--- src/rtl/rr_mux_arb_pkg.sv ---
// rr_mux_arb_pkg: shared arbiter state type and round-robin winner search
package rr_mux_arb_pkg;

    typedef enum logic {IDLE, LOCKED} arb_state_t;

    localparam int MAX_N = 64;
    localparam int IDX_W = $clog2(MAX_N);

    // Scanning downward and overwriting leaves the first hit in ptr, ptr+1, ... order
    function automatic int rr_pick(input logic [MAX_N-1:0] valid, input int n, input int ptr);
        int w;
        int idx;
        w = ptr;
        for (int i = MAX_N - 1; i >= 0; i--) begin
            idx = ptr + i;
            if (idx >= n) idx = idx - n;
            if (i < n && valid[idx[IDX_W-1:0]]) w = idx;
        end
        return w;
    endfunction

endpackage

--- src/rtl/mux_n_to_1_generic.sv ---
// mux_n_to_1_generic: N-to-1 data mux with zero output when disabled
module mux_n_to_1_generic #(
    parameter int N = 2,
    parameter int M = 8,
    parameter int SELECT_WIDTH = (N > 1) ? $clog2(N) : 1
) (
    input  logic [SELECT_WIDTH-1:0] select,
    input  logic                    enable,
    input  logic [M-1:0]            data [N-1:0],
    output logic [M-1:0]            out
);
    always_comb out = enable ? data[select] : '0;
endmodule

--- src/rtl/rr_mux_arbiter.sv ---
// rr_mux_arbiter: round-robin burst arbiter steering N valid/ready streams onto one sink
module rr_mux_arbiter
    import rr_mux_arb_pkg::*;
#(
    parameter int N = 2,
    parameter int M = 8,
    parameter int MAX_BURST = 16,
    parameter int SELECT_WIDTH = (N > 1) ? $clog2(N) : 1,
    parameter int CNT_WIDTH = $clog2(MAX_BURST + 1)
) (
    input  logic                    clk,
    input  logic                    reset,
    input  logic                    enable,
    input  logic [N-1:0]            req_valid,
    output logic [N-1:0]            req_ready,
    input  logic [N-1:0]            req_last,
    input  logic [M-1:0]            req_data [N-1:0],
    output logic                    out_valid,
    input  logic                    out_ready,
    output logic [M-1:0]            out_data,
    output logic                    out_last,
    output logic [N-1:0]            grant_onehot,
    output logic [SELECT_WIDTH-1:0] grant_index,
    output logic                    busy,
    output logic [CNT_WIDTH-1:0]    beat_count
);
    arb_state_t state;
    logic [SELECT_WIDTH-1:0] rr_ptr;
    logic [SELECT_WIDTH-1:0] win;
    logic locked;
    logic force_rel;
    logic hs;

    assign locked    = state == LOCKED;
    assign busy      = locked;
    assign win       = SELECT_WIDTH'(rr_pick(MAX_N'(req_valid), N, int'(rr_ptr)));
    assign force_rel = beat_count == CNT_WIDTH'(MAX_BURST - 1);
    // Reset gates the handshake so no beat is taken while the burst is being aborted
    assign out_valid = !reset && locked && req_valid[grant_index];
    assign req_ready = (!reset && out_ready) ? grant_onehot : '0;
    assign out_last  = locked && (req_last[grant_index] || force_rel);
    assign hs        = out_valid && out_ready;

    mux_n_to_1_generic #(.N(N), .M(M), .SELECT_WIDTH(SELECT_WIDTH)) u_mux (
        .select(grant_index),
        .enable(locked),
        .data  (req_data),
        .out   (out_data)
    );

    always_ff @(posedge clk) begin
        if (reset) begin
            state        <= IDLE;
            rr_ptr       <= '0;
            grant_index  <= '0;
            grant_onehot <= '0;
            beat_count   <= '0;
        end else if (!locked) begin
            if (enable && |req_valid) begin
                state        <= LOCKED;
                grant_index  <= win;
                grant_onehot <= N'(1) << win;
            end
        end else if (hs) begin
            if (out_last) begin
                state        <= IDLE;
                rr_ptr       <= (grant_index == SELECT_WIDTH'(N - 1)) ? '0 : grant_index + SELECT_WIDTH'(1);
                beat_count   <= '0;
                grant_onehot <= '0;
            end else begin
                beat_count <= beat_count + CNT_WIDTH'(1);
            end
        end
    end
endmodule

--- config.mk ---
export PLATFORM = sky130hd
export DESIGN_NAME = rr_mux_arbiter
export DESIGN_NICKNAME = d
export VERILOG_FILES = /design/src/rtl/rr_mux_arb_pkg.sv /design/src/rtl/mux_n_to_1_generic.sv /design/src/rtl/rr_mux_arbiter.sv
export SDC_FILE = /design/constraint.sdc
export NUM_CORES = 1
export LEC_CHECK = 0
export CAP_MARGIN = 10
export CORE_MARGIN = 2
export CORE_UTILIZATION = 37
export DETAILED_ROUTE_END_ITERATION = 6
export PLACE_DENSITY_LB_ADDON = 0.2
export SLEW_MARGIN = 20
export SYNTH_ARGS = -nofsm -noshare
export SYNTH_HDL_FRONTEND = slang
export SYNTH_SLANG_ARGS = --single-unit
--- constraint.sdc ---
create_clock -name clk -period 4.8 [get_ports clk]
set_clock_uncertainty 0.05 [all_clocks]
set_input_delay 1.2 -clock clk [delete_from_list [all_inputs] [get_ports clk]]
set_output_delay 1.2 -clock clk [all_outputs]
set_load 0.02 [all_outputs]
# Yosys cells after proc, flatten, opt, wreduce, memory -nomap -nowiden
# Cells that the tools add are included.
[word_totals]
reg_bits = 10
[classes]
addsub = 5
magnitude_cmp = 5
n_eq_ne = 3
n_shift = 1
muxes = 26
bitwise = 1
n_reduce_logical = 14
[ops]
columns = ["op", "n"]
rows = [
  ["two-way mux 8 bit", 3],
  ["less-than comparator 6 x 7 -> 1 bit, second input constant", 2],
  ["two-way mux 1 bit", 13],
  ["binary-select mux 1 bit (select 6 bit)", 2],
  ["two-way mux 6 bit", 2],
  ["two-way mux 2 bit", 5],
  ["logical AND 1 bit", 6],
  ["AND reduction 3 bit", 2],
  ["adder 5 x 1 -> 5 bit, second input constant", 1],
  ["equality test 5 x 4 -> 1 bit, second input constant", 1],
  ["two-way mux 5 bit", 1],
  ["AND reduction 2 bit", 2],
  ["subtractor 1 x 2 -> 3 bit, second input constant", 1],
  ["subtractor 2 x 2 -> 3 bit, second input constant", 1],
  ["adder 1 x 1 -> 2 bit, second input constant", 1],
  [">= comparator 1 x 2 -> 1 bit, second input constant", 1],
  [">= comparator 2 bit, second input constant", 1],
  ["less-than comparator 1 x 2 -> 1 bit, second input constant", 1],
  ["inequality test 2 x 1 -> 1 bit, second input constant", 1],
  ["inequality test 2 bit, second input constant", 1],
  ["nonzero test 2 bit", 1],
  ["OR reduction 2 bit", 1],
  ["<< shifter 1 x 1 -> 2 bit, first input constant", 1],
  ["adder 1 bit, second input constant", 1],
  ["3 further kinds", 3],
]

# Depth between registers and ports, before layout
[depth]
ltp_word = 10
mapped_depth = 7

# Cells and area by module
# A second synthesis with hierarchy kept.
[hier_totals]
hier_cells = 81
area_unflattened_um2 = 706.9
[by_module_without_submodules]
columns = ["mod", "n_inst", "cells_each", "area_each_um2", "seq_area_each_um2"]
rows = [
  ["rr_mux_arbiter", 1, 64, 565.5, 200.2],
  ["mux_n_to_1_generic", 1, 17, 141.4, 0.0],
]

# Worst setup path before layout
# OpenSTA, ideal clock, no wires.
[synth_path]
kind = "input to output"
start = "input req_valid[1]"
end = "output out_valid"
arrival_time_ns = 1.850
t_required_ns = 3.550
setup_slack_ns = 1.700
path_stages = 2
path_cell_list = "mux2i_1 nor3b_1"
[synth_between]
elab_chain_cells = 3
[synth_lines]
columns = ["item", "line", "rtl"]
rows = [
  ["start, declared", "rr_mux_arbiter.sv:14", "input logic [N-1:0] req_valid,"],
  ["two-way mux 1 bit (not written as such) (2 in a row)", "rr_mux_arbiter.sv:39", "assign out_valid = !reset && locked && req_valid[grant_index];"],
  ["logical AND 1 bit", "rr_mux_arbiter.sv:39", ""],
  ["end, declared", "rr_mux_arbiter.sv:18", "output logic out_valid,"],
]
# No other way between the ends. The select of a mux whose other input is x is not followed.

# Worst setup path after layout
[layout_path]
start = "input reset"
end = "output out_valid"
[layout_between]
elab_chain_cells = 3
[layout_lines]
columns = ["item", "line", "rtl"]
rows = [
  ["start, declared", "rr_mux_arbiter.sv:12", "input logic reset,"],
  ["zero test 1 bit", "rr_mux_arbiter.sv:39", ""],
  ["logical AND 1 bit (2 in a row)", "rr_mux_arbiter.sv:39", ""],
]
# No other way between the ends.

==> impl_metrics.toml <==
[status]
outcome = "complete, no violations"

[sta]
setup_violations = 0
rsz0062_at_grt = "no"
tns_ns = 0
fin_ws_ns = 0.746
post-route-min-period_ns = 4.05
finalHoldViolCount = 0
fmax_mhz = 247
timing.final.crit_share_pct = 84.5
tightest_slew_ns = 0.634
slew_headroom_pct = 57.7
slew_viol_final = 0

[power]
power_density_nw_per_um2 = 185
internal_power_uw = 152
p_seq_share_pct = 42.7
pwr-share-clk_pct = 27.3
switchingPower_uw = 59.4
p_leak_nw = 0.396
p_comb_share_pct = 30.0
sw_frac_of_total_pct = 28.0
ir_drop_mv = 0.137

[logic_synthesis]
synth.distinct_cells = 28
ys_top_cells_by_area = "dfxtp_1 (30%), mux2i_1 (13%), nor2b_1 (9.4%), nand2_1 (4.5%), ha_1 (3.7%)"
yosysWarnings = 0
async_flop_share_pct = 0
yosysSeqAreaShare_pct = 30.0
ys.flop_type = "dfxtp_1"
syn-cell-area_sq_um = 668
netlist_instances = 83
synth_top_area_share_pct = 30.0
synth_nets = 109
postSynthAreaPerCell_sq_um = 8.05
synth-seq-cells = 10
synth_edf_count = 0
yosys.area.top_type = "dfxtp_1"

[setup_path]
crit_top_cell = "clkdlybuf4s50_1"
r2r-start = "grant_index$_SDFFE_PP0P_"
reg2reg_to = "beat_count[3]$_SDFFE_PP0P_"
worstSetupPathType = "primary input to primary output"
cpPeakStageDelay_ns = 0.65
rrSetupSlack_ns = 2.55
critPathSlowestCell = "clkdlybuf4s50_1"
cp.required_ns = 3.55
rr_worst_depth = 4
path_buf_inv = 2
critPathLaunch = "reset"
end_kind = "primary output"
crit_family = "buffers and inverters"
path_max_fanout = 14
cp_cell_sequence = "clkdlybuf4s50_1 > nor3b_1 > clkdlybuf4s50_1"
cp_data_arrival_time_ns = 2.80
start_kind = "primary input"

[clock_network]
cts_max_level = 1
cts_made_buffers = 3
cts_setup_buffers = 0
cts_buffer_depth = 2
clock-sinks = 10
clkSlewWorstSetupHoldPaths_ns = 0.06
cts_hold_buf = 0
clk_latency_ns = 0.27
post_cts_resized = 0
root_buffer = "clkbuf_4"
cts_tree = "yes"

[detailed_routing]
drt_iter0_drc = 6
vias = 750
drt-total-wl_um = 1790
vias_per_cell = 4.97
firstDrtPassIters = 4
wire_per_inst_um = 11.9
route.detailed.drc = 0
antenna_left = 0

[placement]
place_congestion = 0.771
dp_hpwl_um = 1400
post-place-ws_ns = 0.740
port_buffers = 44
dpl_cell_area_sq_um = 1120

[grt]
grt_pass1_vias = 626
grt_pass1_wl_um = 2700
grt_use_total_pct = 17.6
antenna_found_initial = 0
grt_max_degree = 15
grt_overflow_total = 0

[run]
drv_cap = 0

[hold_path]
hold_end = "beat_count[4]$_SDFFE_PP0P_"
min_path_type = "flip-flop to flip-flop"
worstHoldStart = "beat_count[4]$_SDFFE_PP0P_"
worstHoldPathCells = 2

[die]
core_sq_um = 1710
die-width_um = 46.5
die_h_um = 46.5
std_cell_rows = 15
initial_core_util_pct = 39.1
ioPinCount = 45
die_area_sq_um = 2160

[cells_and_area]
layout_commonest_cell = "clkdlybuf4s50_1"
final_cell_mix = "clkdlybuf4s50_1 (44), nor2b_1 (10), dfxtp_1 (10)"
diodes = 0
area_growth_pct = 71.7
final_cell_area_sq_um = 1150
drive_gt1_share_pct = 4.76
fin_nets = 154
Yosys cell counts, types with 2 or more instances:
library cell / n
nand2b_1: 3
o32ai_1: 2
nor2b_1: 10
nand2_1: 8
a31oi_1: 2
nand3_1: 2
nor2_1: 5
o21ai_0: 3
mux2i_1: 9
dfxtp_1: 10
a21oi_1: 4
or3_1: 4
ha_1: 2
clkbuf_1: 3
inv_1: 3
layout make-up:
class	instances	area [sq um]
multi-input combinational	65	438
inverter	4	15.0
sequential	10	200
tap	25	31.3
clock buffer	3	22.5
fill	156	561
timing repair buffer	44	440
flip-flops by register name, summed over array words and instances, names as in the netlist:
| register | cells |
|---|---|
| grant_onehot | 2 |
| rr_ptr | 1 |
| beat_count | 5 |
| grant_index | 1 |
| busy | 1 |
worst reg2reg max path: stages, from the launching register on:
cell     delay (ns)
dfxtp_1        0.73
mux2i_1        0.19
or3_1          0.54
or4_1          0.52
a31oi_1        0.15
through the flow:
step                cells  power, mW  hold WS, ns  utilization, %
global placement      148      0.155        0.411            65.9
global route          151      0.220        0.448            67.2
CTS                   151      0.212        0.433            67.2
detailed placement    148      0.156        0.424            65.9
finish                151      0.212        0.433            67.2
floorplan              83      0.119        0.419               -
logic make-up (layout without fill, tap and decap cells):
| logic type | count (synthesis) | after routing | share of synthesized area (%) |
|---|---|---|---|
| mux | 10 | 10 | 15.7 |
| buf+inv | 8 | 51 | 4.49 |
| flops | 10 | 10 | 30.0 |
| simple gates | 39 | 39 | 32.2 |
| fa+ha+maj | 2 | 2 | 3.74 |
| compound gates | 14 | 14 | 13.9 |
worst max path at each step:
stage	slack [ns]	endpoint	cells past startpoint
2_1_floorplan	1.70	out_valid	2
6_report	0.75	out_valid	3
3_5_place_dp	0.74	out_valid	3
5_1_grt	0.60	out_valid	3
4_1_cts	0.73	out_valid	3
3_3_place_gp	0.75	out_valid	3
layer usage:
layer / up-vias / track usage (%) / part of all wire (%)
met5: - / 0 / 0
met4: 0 / 10.3 / 2.3
met3: 5 / 2.75 / 6.3
met2: 26 / 26.9 / 46
met1: 335 / 23.0 / 45
li1: 384 / - / -
power by group through the flow:
| stage | Clock [mW] | Combinational (mW) | Sequential (mW) |
|---|---|---|---|
| global route | 0.0611 | 0.0681 | 0.0911 |
| floorplan | 0 | 0.0274 | 0.0919 |
| global placement | 0 | 0.0628 | 0.0922 |
| finish | 0.0579 | 0.0635 | 0.0904 |
| detailed placement | 0 | 0.0637 | 0.0925 |
| CTS | 0.0576 | 0.0640 | 0.0906 |
(Power assumes the default switching activity.)
